**src/rtl/change_dispenser.sv**
```systemverilog
// change_dispenser: output stage of the vending machine.
// Takes a collected credit, pulses vend when the credit covers the price,
// then pays the remaining change one coin at a time to a hopper over a
// valid/ack handshake, using greedy coin selection.
//
// Ports:
//   clock_i         clock, all state updates on the rising edge
//   reset_i         synchronous active-high reset
//   credit_valid_i  credit presented (taken only while ready_o=1)
//   credit_i        credit amount in paise
//   coin_ack_i      hopper took the coin on coin_out_o (honoured only in PAY)
//   ready_o         idle, a credit can be accepted
//   vend_o          one-cycle product-release pulse
//   coin_valid_o    coin_out_o holds a coin to dispense
//   coin_out_o      coin code 00=25p 01=50p 10=1 rupee, 11 when no coin
//   change_left_o   change still owed, in paise
//   done_o          one-cycle pulse at transaction completion
//   err_o           one-cycle pulse when a credit is rejected
//   fault_o         hopper ack timeout, sticky until reset
//
// state | meaning
// IDLE  | waiting for a credit, ready_o=1
// ERR   | rejected credit, err_o pulse
// VEND  | vend_o pulse, remainder already latched
// SEL   | choose next coin, or finish when nothing is owed
// PAY   | coin presented, waiting for coin_ack_i
// DONE  | done_o pulse
// FAULT | hopper never acknowledged; held until reset
module change_dispenser #(
  parameter int unsigned PRICE       = 100,
  parameter int unsigned MAX_CREDIT  = 175,
  parameter int unsigned ACK_TIMEOUT = 15
) (
  input  logic       clock_i,
  input  logic       reset_i,
  input  logic       credit_valid_i,
  input  logic [7:0] credit_i,
  input  logic       coin_ack_i,
  output logic       ready_o,
  output logic       vend_o,
  output logic       coin_valid_o,
  output logic [1:0] coin_out_o,
  output logic [7:0] change_left_o,
  output logic       done_o,
  output logic       err_o,
  output logic       fault_o
);

  localparam logic [7:0] PRICE_C = 8'(PRICE);
  localparam logic [7:0] MAX_C   = 8'(MAX_CREDIT);
  localparam int         TW      = $clog2(ACK_TIMEOUT + 1);
  localparam logic [TW-1:0] TMO_C = TW'(ACK_TIMEOUT);

  typedef enum logic [2:0] {
    S_IDLE, S_ERR, S_VEND, S_SEL, S_PAY, S_DONE, S_FAULT
  } state_e;

  state_e        state_q, state_d;
  logic [7:0]    rem_q, rem_d;
  logic [1:0]    coin_q, coin_d;
  logic [TW-1:0] tmo_q, tmo_d;

  logic       ready_q, vend_q, coin_valid_q, done_q, err_q, fault_q;
  logic [1:0] coin_out_q;

  function automatic logic [7:0] coin_value(input logic [1:0] code);
    case (code)
      2'b00:   coin_value = 8'd25;
      2'b01:   coin_value = 8'd50;
      2'b10:   coin_value = 8'd100;
      default: coin_value = 8'd0;
    endcase
  endfunction

  always_comb begin
    state_d = state_q;
    rem_d   = rem_q;
    coin_d  = coin_q;
    tmo_d   = tmo_q;
    case (state_q)
      S_IDLE: begin
        if (credit_valid_i) begin
          // Rejected credits leave the remainder untouched.
          if ((credit_i % 8'd25) != 8'd0 || credit_i > MAX_C) begin
            state_d = S_ERR;
          end else if (credit_i >= PRICE_C) begin
            rem_d   = credit_i - PRICE_C;
            state_d = S_VEND;
          end else begin
            rem_d   = credit_i;
            state_d = S_SEL;
          end
        end
      end
      S_ERR:  state_d = S_IDLE;
      S_VEND: state_d = S_SEL;
      S_SEL: begin
        tmo_d = '0;
        if (rem_q == 8'd0) begin
          state_d = S_DONE;
        end else begin
          if (rem_q >= 8'd100)     coin_d = 2'b10;
          else if (rem_q >= 8'd50) coin_d = 2'b01;
          else                     coin_d = 2'b00;
          state_d = S_PAY;
        end
      end
      S_PAY: begin
        if (coin_ack_i) begin
          // Greedy choice guarantees the coin never exceeds the remainder.
          rem_d   = rem_q - coin_value(coin_q);
          tmo_d   = '0;
          state_d = S_SEL;
        end else if (tmo_q == TMO_C) begin
          state_d = S_FAULT;
        end else begin
          tmo_d = tmo_q + 1'b1;
        end
      end
      S_DONE:  state_d = S_IDLE;
      S_FAULT: state_d = S_FAULT;
      default: state_d = S_IDLE;
    endcase
  end

  // Outputs are registered from the next state so they line up with state_q.
  always_ff @(posedge clock_i) begin
    if (reset_i) begin
      state_q      <= S_IDLE;
      rem_q        <= 8'd0;
      coin_q       <= 2'b11;
      tmo_q        <= '0;
      ready_q      <= 1'b1;
      vend_q       <= 1'b0;
      coin_valid_q <= 1'b0;
      coin_out_q   <= 2'b11;
      done_q       <= 1'b0;
      err_q        <= 1'b0;
      fault_q      <= 1'b0;
    end else begin
      state_q      <= state_d;
      rem_q        <= rem_d;
      coin_q       <= coin_d;
      tmo_q        <= tmo_d;
      ready_q      <= (state_d == S_IDLE);
      vend_q       <= (state_d == S_VEND);
      coin_valid_q <= (state_d == S_PAY);
      coin_out_q   <= (state_d == S_PAY) ? coin_d : 2'b11;
      done_q       <= (state_d == S_DONE);
      err_q        <= (state_d == S_ERR);
      fault_q      <= (state_d == S_FAULT);
    end
  end

  assign ready_o       = ready_q;
  assign vend_o        = vend_q;
  assign coin_valid_o  = coin_valid_q;
  assign coin_out_o    = coin_out_q;
  assign change_left_o = rem_q;
  assign done_o        = done_q;
  assign err_o         = err_q;
  assign fault_o       = fault_q;

endmodule

```
**config.mk**
```make
export PLATFORM = sky130hd
export DESIGN_NAME = change_dispenser
export DESIGN_NICKNAME = d
export VERILOG_FILES = /design/src/rtl/change_dispenser.sv
export SDC_FILE = /design/constraint.sdc
export NUM_CORES = 1
export LEC_CHECK = 0
export ABC_AREA = 1
export CELL_PAD_IN_SITES_DETAIL_PLACEMENT = 1
export CELL_PAD_IN_SITES_GLOBAL_PLACEMENT = 1
export CORE_UTILIZATION = 30
export DETAILED_ROUTE_END_ITERATION = 6
export PLACE_DENSITY = 0.75
export SLEW_MARGIN = 0
export SYNTH_ARGS = -nofsm -noshare
export SYNTH_HDL_FRONTEND = slang
export SYNTH_SLANG_ARGS = --single-unit
```
**constraint.sdc**
```tcl
create_clock -name clock_i -period 4.1 [get_ports clock_i]
set_clock_uncertainty 0.15 [all_clocks]
set_input_delay 0.82 -clock clock_i [delete_from_list [all_inputs] [get_ports clock_i]]
set_output_delay 0.82 -clock clock_i [all_outputs]
set_load 0.02 [all_outputs]
```
==> flow_summary.toml <==
[die]
start_util_pct = 31.3
rows = 31
core_area_um2 = 7330
die_w_um = 89.4
dieArea_um2 = 7990
pin_count = 28
die-height_um = 89.4

[setup_path]
slowest_delay_ns = 0.29
required_ns = 4.10
r2r-start = "coin_q[1]"
worst-setup-path-type = "input pin to register"
ff2ff_path_depth = 13
cp_common_cell = "nand2_2"
crit_fanout = 8
crit_start = "credit_i[1]"
r2r-end = "change_left_o[6]"
ff2ff_setup_slack_ns = 1.01
crit_path_end_kind = "register"
cp_slowest_cell = "dlygate4sd2_1"
arrival_ns = 4.01
cp-start-kind = "input pin"

[synthesis]
synth-edff-count = 0
async_flop_share_pct = 0
synth-seq-cells = 25
synth_area_per_cell_um2 = 6.49
yosysTopAreaCell = "dfxtp_1"
synthDominantCellAreaShare_pct = 21.8
synth_common_cells = "nand2_1 (65), inv_1 (52), nand3_1 (38)"
syn_nets = 386
synth_flop_cell = "dfxtp_1"
synth_warnings = 0
syn_area_um2 = 2290
synth_cell_types = 35
post-synth-top-count-cell = "nand2_1"
synth.area.top_cells = "dfxtp_1 (22%), ha_1 (11%), nand2_1 (11%)"
synthCells = 353
yosysSeqAreaShare_pct = 21.8

[global_routing]
antenna_found_initial = 0
grt_max_degree = 16
grt_pass1_wl_mm = 12.2
grt_pass1_vias = 2692
grt_util_all_layers_pct = 19.6
grt-ovfl-total = 0

[place]
hpwl_mm = 5.82
gp_congestion = 0.849
io_buffer_count = 27
place_inst = 522
placed_area_um2 = 3020

[cells_and_area]
area_growth_pct = 51.3
drive_gt1_share_pct = 34.3
final_area_um2 = 3470
fin_util_pct = 47.3
multiInputGateArea_um2 = 1820
fill_cells = 957
fin_nets = 483
n_antenna_cell = 0
seq_area_um2 = 500
final_cells = 548

[power_and_ir_drop]
power_switching_w = 0.000315
combPwrFrac_pct = 49.0
cellPowerDensity_nw_per_um2 = 233
leakagePower_nw = 1.62
power.share.switching_pct = 39.1
ir_drop_v = 0.000140
internal_power_w = 0.000492
clkPwrFrac_pct = 19.2
pwr-share-seq_pct = 31.8
p_total_w = 0.000807

[outcome]
run_status = "finished clean"

[detailed_routing]
detail-route-antenna-nets = 0
drc = 0
routed_via_density = 5.00
drt_iter0_drc = 100
num_vias = 2740
wl_mm = 8.11
drt-wirelength-per-cell_um = 14.8
drtPass1Iterations = 4

[hold_path]
hp-start = "change_left_o[0]"
holdPathStages = 2
min_to = "change_left_o[0]"
hold_class = "register to register"

[timing]
finalHoldViolCount = 0
fin_crit_ns = 4.02
finalSetupTns_ns = 0
max_freq_ghz = 0.249
slew_viol_final = 0
final-setup-viol-count = 0
tightest_slew_ns = 0.611
period_share_pct = 98.0
slew_headroom_pct = 59.0

[clock_tree]
htree_num_levels = 1
clkTransAtPathRegs_ns = 0.09
cts_buffer_depth = 2
ctsHoldBuffers = 0
worstSkewPairLatency_ns = 0.27
cts_tree = "built"
clock-sinks = 25
cts_root_buf = "clkbuf_8"
numCtsBuffers = 3

[job]
maxCapViolCount = 0
==> state kept, by name, summed over array words and instances, names as in the netlist <==
register / cells
state_q: 3
coin_q: 2
done_o: 1
ready_o: 1
coin_valid_o: 1
vend_o: 1
coin_out_o: 2
tmo_q: 4
err_o: 1
fault_o: 1
change_left_o: 8
==> cells by family (layout without fill, tap and decap cells) <==
family                     after synthesis  in the layout  share of synthesized area (%)
adders and majority gates               21             21                           11.8
buffers and inverters                   57            152                           9.34
DFF                                     25             25                           21.8
and+or+nand+nor                        194            195                           42.2
xor gates and xnor gates                 6              6                           2.29
AOI/OAI and AO/OA                       50             50                           12.6
==> metal layers <==
| layer | track usage (%) | vias up | wire, µm |
|---|---|---|---|
| met1 | 24.1 | 1348 | 3470 |
| met5 | 0 | - | 0 |
| met2 | 35.9 | 35 | 4310 |
| li1 | - | 1347 | - |
| met3 | 3.60 | 10 | 248 |
| met4 | 3.17 | 0 | 82 |
==> power by group through the flow <==
stage               sequential [W]  clock [W]  combinational [W]
finish                    0.000257   0.000155           0.000395
global route              0.000258   0.000172           0.000434
CTS                       0.000257   0.000163           0.000345
detailed placement        0.000262          0           0.000324
global placement          0.000262          0           0.000312
floorplan                 0.000268          0           0.000185
==> timing repair <==
| action | in CTS | in global routing |
|---|---|---|
| buffers inserted | 11 | 10 |
| pin swaps | 11 | 31 |
| setup endpoints to repair | 18 | 18 |
| cloned | 1 | 0 |
| gates resized for setup | 27 | 58 |
==> layout make-up <==
type                    count  area share, %
multi-input cells         272           52.5
repair buffers             93           22.1
flip-flops and latches     25           14.4
inverters                  55           6.03
well taps                  99           3.57
clock buffers               3           1.19
clock inverters             1          0.217
==> how the worst max path moves through the flow <==
stage	endpoint	slack, ns	cells after the start
floorplan	coin_out_o[1]	0.09	34
global placement	change_left_o[3]	-0.40	32
detailed placement	change_left_o[6]	-0.63	35
CTS	change_left_o[6]	0.02	34
global route	change_left_o[5]	-0.13	30
finish	change_left_o[3]	0.08	30
==> cells in the final DEF (no fill, tap or decap), types with 16 or more instances in the layout <==
| master | Yosys | final |
|---|---|---|
| nand3_1 | 38 | 33 |
| ha_1 | 20 | 16 |
| nand2_2 | 21 | 29 |
| nor2_1 | 33 | 29 |
| inv_1 | 52 | 48 |
| clkdlybuf4s50_1 | 0 | 19 |
| a21oi_1 | 23 | 19 |
| dfxtp_1 | 25 | 25 |
| buf_4 | 0 | 63 |
| nand2_1 | 65 | 52 |
==> through the flow <==
stage	setup WS (ns)	hold slack [ns]
6_report	0.0837	0.361
5_1_grt	-0.129	0.398
4_1_cts	0.0177	0.365
3_5_place_dp	-0.634	0.350
3_3_place_gp	-0.405	0.333
2_1_floorplan	0.0896	0.320
==> worst max-delay path, delay by kind of cell <==
kind	cells	cell delay, ns
AND/OR/NAND/NOR	24	2.30
buffers and inverters	3	0.41
adder cells (fa/ha/maj)	2	0.40
AO/OA/AOI/OAI	1	0.06
Note: power is estimated with default switching activity, not from simulation.
==> RTL edit 1 (config.mk and constraints unchanged) <==
Encoding of `state_e`: now one-hot (7 bits for 7 states).
--- a/src/rtl/change_dispenser.sv
+++ b/src/rtl/change_dispenser.sv
@@ -53,4 +53,4 @@
 
-  typedef enum logic [2:0] {
-    S_IDLE, S_ERR, S_VEND, S_SEL, S_PAY, S_DONE, S_FAULT
+  typedef enum logic [6:0] {
+    S_IDLE = 7'b0000001, S_ERR = 7'b0000010, S_VEND = 7'b0000100, S_SEL = 7'b0001000, S_PAY = 7'b0010000, S_DONE = 7'b0100000, S_FAULT = 7'b1000000
   } state_e;
Check against the original RTL: same outputs for any inputs over 10 cycles, from zero or initial values and one cycle with reset_i high; not proved beyond that.
==> RTL edit 1 against the unedited design <==
Sequential cell count up 4; setup slack better by 0.25 ns; sequential share of layout area up 2.9 points; synthesized cell count up 5.9%; final area down 3.5%; routed wire length down 10%; sequential power up 28%; core utilization down 4.7 points; die area up 8.2%; power up 32%; area after synthesis up 8.4%.
==> RTL edit 1: results <==
set metrics [dict create \
    drive_gt1_frac 0.231 \
    combPwrFrac 0.470 \
    routedWlPerCell_um 13.3 \
    clockPowerShare 0.221 \
    yosys-top-cells-area "dfxtp_1 23%, nand2_1 10%, ha_1 10%, nor2_1 8.2%, inv_1 8.0%" \
    ys_top_cells_by_count "68 x nand2_1, 54 x nor2_1, 53 x inv_1, 29 x dfxtp_1, 22 x a21oi_1" \
    syn_area_per_cell_sq_um 6.64 \
    max_stage_delay_ns 0.26 \
    viasPerCell 4.88 \
    routabilityCongestion 0.840 \
    grt_pass1_wl_um 12000 \
    reg2reg_to "change_left_o[7]$_SDFFE_PP0P_" \
    grt.total_usage 0.173 \
    min_from "tmo_q[3]$_SDFFE_PP0P_" \
    drt_iter0_markers 53 \
    hold_end "tmo_q[3]$_SDFFE_PP0P_" \
    clkSlewWorstSetupHoldPaths_ns 0.07 \
    ys_seq_area_frac 0.234 \
    grt_pass1_vias 2715 \
    dp.cells 535 \
    cellInternalPower_w 0.000631 \
    irDropWorstVdd_uv 144 \
    numCtsBuffers 5 \
    worst-endpoint-arrival_ns 3.80 \
    endpoint "change_left_o[5]$_SDFFE_PP0P_" \
    post-dp-hpwl_um 5830 \
    cp_max_fo 5 \
    cp_slowest_cell "ha_1" \
    sw_frac_of_total 0.409 \
    outcome "complete, no violations" \
    place_area_sq_um 3130 \
    reg2reg_depth 20 \
    final_nets 477 \
    wirelength_um 7290 \
    h-tree-depth 2 \
    grt_start_max_net_pins 15 \
    max-slew-margin-rel 0.404 \
    synthesis.nets 407 \
    p_leak_nw 1.62 \
    startpoint "credit_i[5]" \
    portBuffers 27 \
    synth_cell_type_count 44 \
    insertion_delay_ns 0.29 \
]
-- RTL edit 1: cell count changes after synthesis, moves of 4 or more --
| cell | unedited run | this run |
|---|---|---|
| nor4_1 | 2 | 6 |
| nor2_1 | 33 | 54 |
| nand3_1 | 38 | 20 |
| nand3_2 | 2 | 6 |
| nand2_2 | 21 | 15 |
| dfxtp_1 | 25 | 29 |
-- RTL edit 1: routing by layer --
| layer | share of wire | routed length, um | vias up | global-route usage |
|---|---|---|---|---|
| li1 | - | - | 1365 | - |
| met1 | 0.46 | 3350 | 1273 | 0.208 |
| met2 | 0.51 | 3730 | 29 | 0.321 |
| met3 | 0.021 | 154 | 5 | 0.0246 |
| met4 | 0.0069 | 50 | 0 | 0.0385 |
| met5 | 0 | 0 | - | 0 |
-- RTL edit 1: per-stage QoR --
step	hold slack [ns]	setup WS [ns]
global route	0.426	-0.00153
CTS	0.371	0.0128
detailed placement	0.361	-0.350
global placement	0.346	-0.171
finish	0.371	0.332
floorplan	0.334	0.527
-- RTL edit 1: cells by family (layout without fill, tap and decap cells) --
family,count (synthesis),count (layout),share of synthesized area
simple gates,195,195,0.387
buf+inv,63,134,0.0993
compound gates,61,61,0.154
flops,29,29,0.234
fa+ha+maj,21,21,0.109
xor+xnor,5,5,0.0176
-- RTL edit 1: repair_timing --
item,in CTS,in global routing
gates resized for setup,2,25
pin swaps,0,7
hold buffers,0,0
cloned,0,0
buffers inserted,0,4
endpoints found under the setup margin,4,13
-- RTL edit 1: cell type report --
type / instances / area [sq um]
clock buffers: 5 / 68.8
clock inverters: 3 / 17.5
fillers: 1016 / 4500
inverters: 58 / 218
multi-input cells: 282 / 1730
flip-flops and latches: 29 / 581
well taps: 102 / 128
repair buffers: 68 / 606
==> RTL edit 2 (config.mk and constraints unchanged) <==
Without the edit above. Change the parameter `ACK_TIMEOUT` from 15 to 16.
--- a/src/rtl/change_dispenser.sv
+++ b/src/rtl/change_dispenser.sv
@@ -31,3 +31,3 @@
   parameter int unsigned MAX_CREDIT  = 175,
-  parameter int unsigned ACK_TIMEOUT = 15
+  parameter int unsigned ACK_TIMEOUT = 16
 ) (
Function: no difference found for any inputs over 10 cycles, from zero or initial values and one cycle with reset_i high; that may be too few to reach the edited logic, so the function may still have changed.
==> RTL edit 2 against the unedited design <==
Sequential cell count up 1; setup slack better by 0.041 ns; largest power group unchanged; routed wire length up 7.3%; power up 24%; area after synthesis up 18%; final area up 8.8%; worst hold slack worse by 0.0046 ns.
==> RTL edit 2: results <==
set metrics [dict create \
    cellInternalPower_w 0.000594 \
    num-fill-cells 1116 \
    place_area_sq_um 3470 \
    outcome "complete, no violations" \
    grt.total_usage 0.177 \
    ys_top_cells_by_count "92 x nand2_1, 67 x nor2_1, 62 x inv_1, 26 x dfxtp_1, 25 x nand3_1" \
    clkSlewWorstSetupHoldPaths_ns 0.10 \
    instances_no_fill 615 \
    p_leak_nw 1.89 \
    irDropWorstVdd_uv 207 \
    grt_pass1_vias 3161 \
    cp_max_fo 6 \
    wl_met1_um 3780 \
    routabilityCongestion 0.806 \
    min_from "tmo_q[0]$_SDFFE_PP0P_" \
    seq_power_w 0.000268 \
    r2r_slack_ns 1.09 \
    wl_met2_um 4780 \
    cp_slowest_cell "o21ai_4" \
    worst-endpoint-arrival_ns 4.04 \
    p_switching_w 0.000403 \
    synth-compound-area-share 0.107 \
    yosys-top-cells-area "dfxtp_1 19%, nand2_1 13%, ha_1 10%, nor2_1 9.3%, inv_1 8.6%" \
    drive_gt1_frac 0.280 \
    endpoint "change_left_o[2]$_SDFFE_PP0P_" \
    wirelength_um 8710 \
    post-dp-hpwl_um 6750 \
    startpoint "credit_i[4]" \
    syn_area_per_cell_sq_um 6.41 \
    final_nets 543 \
    synthAdderAreaFrac 0.109 \
    reg2reg_depth 16 \
    viasPerCell 4.80 \
    holdWs_ns 0.357 \
    tightest_slew_ns 1.05 \
    grt_pass1_wl_um 14100 \
    dp.cells 604 \
    preCtsSetupSlack_ns -0.517 \
    drt_iter0_markers 67 \
    ys_seq_area_frac 0.192 \
    wl_met3_um 98 \
    hold_end "tmo_q[0]$_SDFFE_PP0P_" \
    synthesis.nets 457 \
    synth_cell_type_count 38 \
]
## RTL edit 2: what timing repair did
| action | CTS | global route |
|---|---|---|
| setup buffers | 1 | 5 |
| hold buffers | 0 | 0 |
| cloned | 1 | 0 |
| pin swaps | 3 | 25 |
| setup endpoints to repair | 17 | 16 |
| gates resized for setup | 18 | 46 |
## RTL edit 2: layout make-up
cell class                 count  area (sq um)  share of cell area
clock buffer                   3          41.3              0.0109
clock inverter                 1          30.0             0.00796
inverter                      71           274              0.0727
multi-input combinational    325          2090               0.555
sequential                    26           520               0.138
tap                          108           135              0.0358
timing repair buffer          81           677               0.179
## RTL edit 2: critical path: cells and delay by family
family / cells / cell delay [ns]
adder cells (fa/ha/maj): 1 / 0.15
buffers and inverters: 5 / 0.56
AO/OA/AOI/OAI: 1 / 0.28
AND/OR/NAND/NOR: 23 / 2.20
## RTL edit 2: layer usage
layer  up-vias  GRT usage
li1       1518          -
met3         4     0.0159
met4         0     0.0310
met1      1411      0.204
met2        20      0.353
met5         -          0
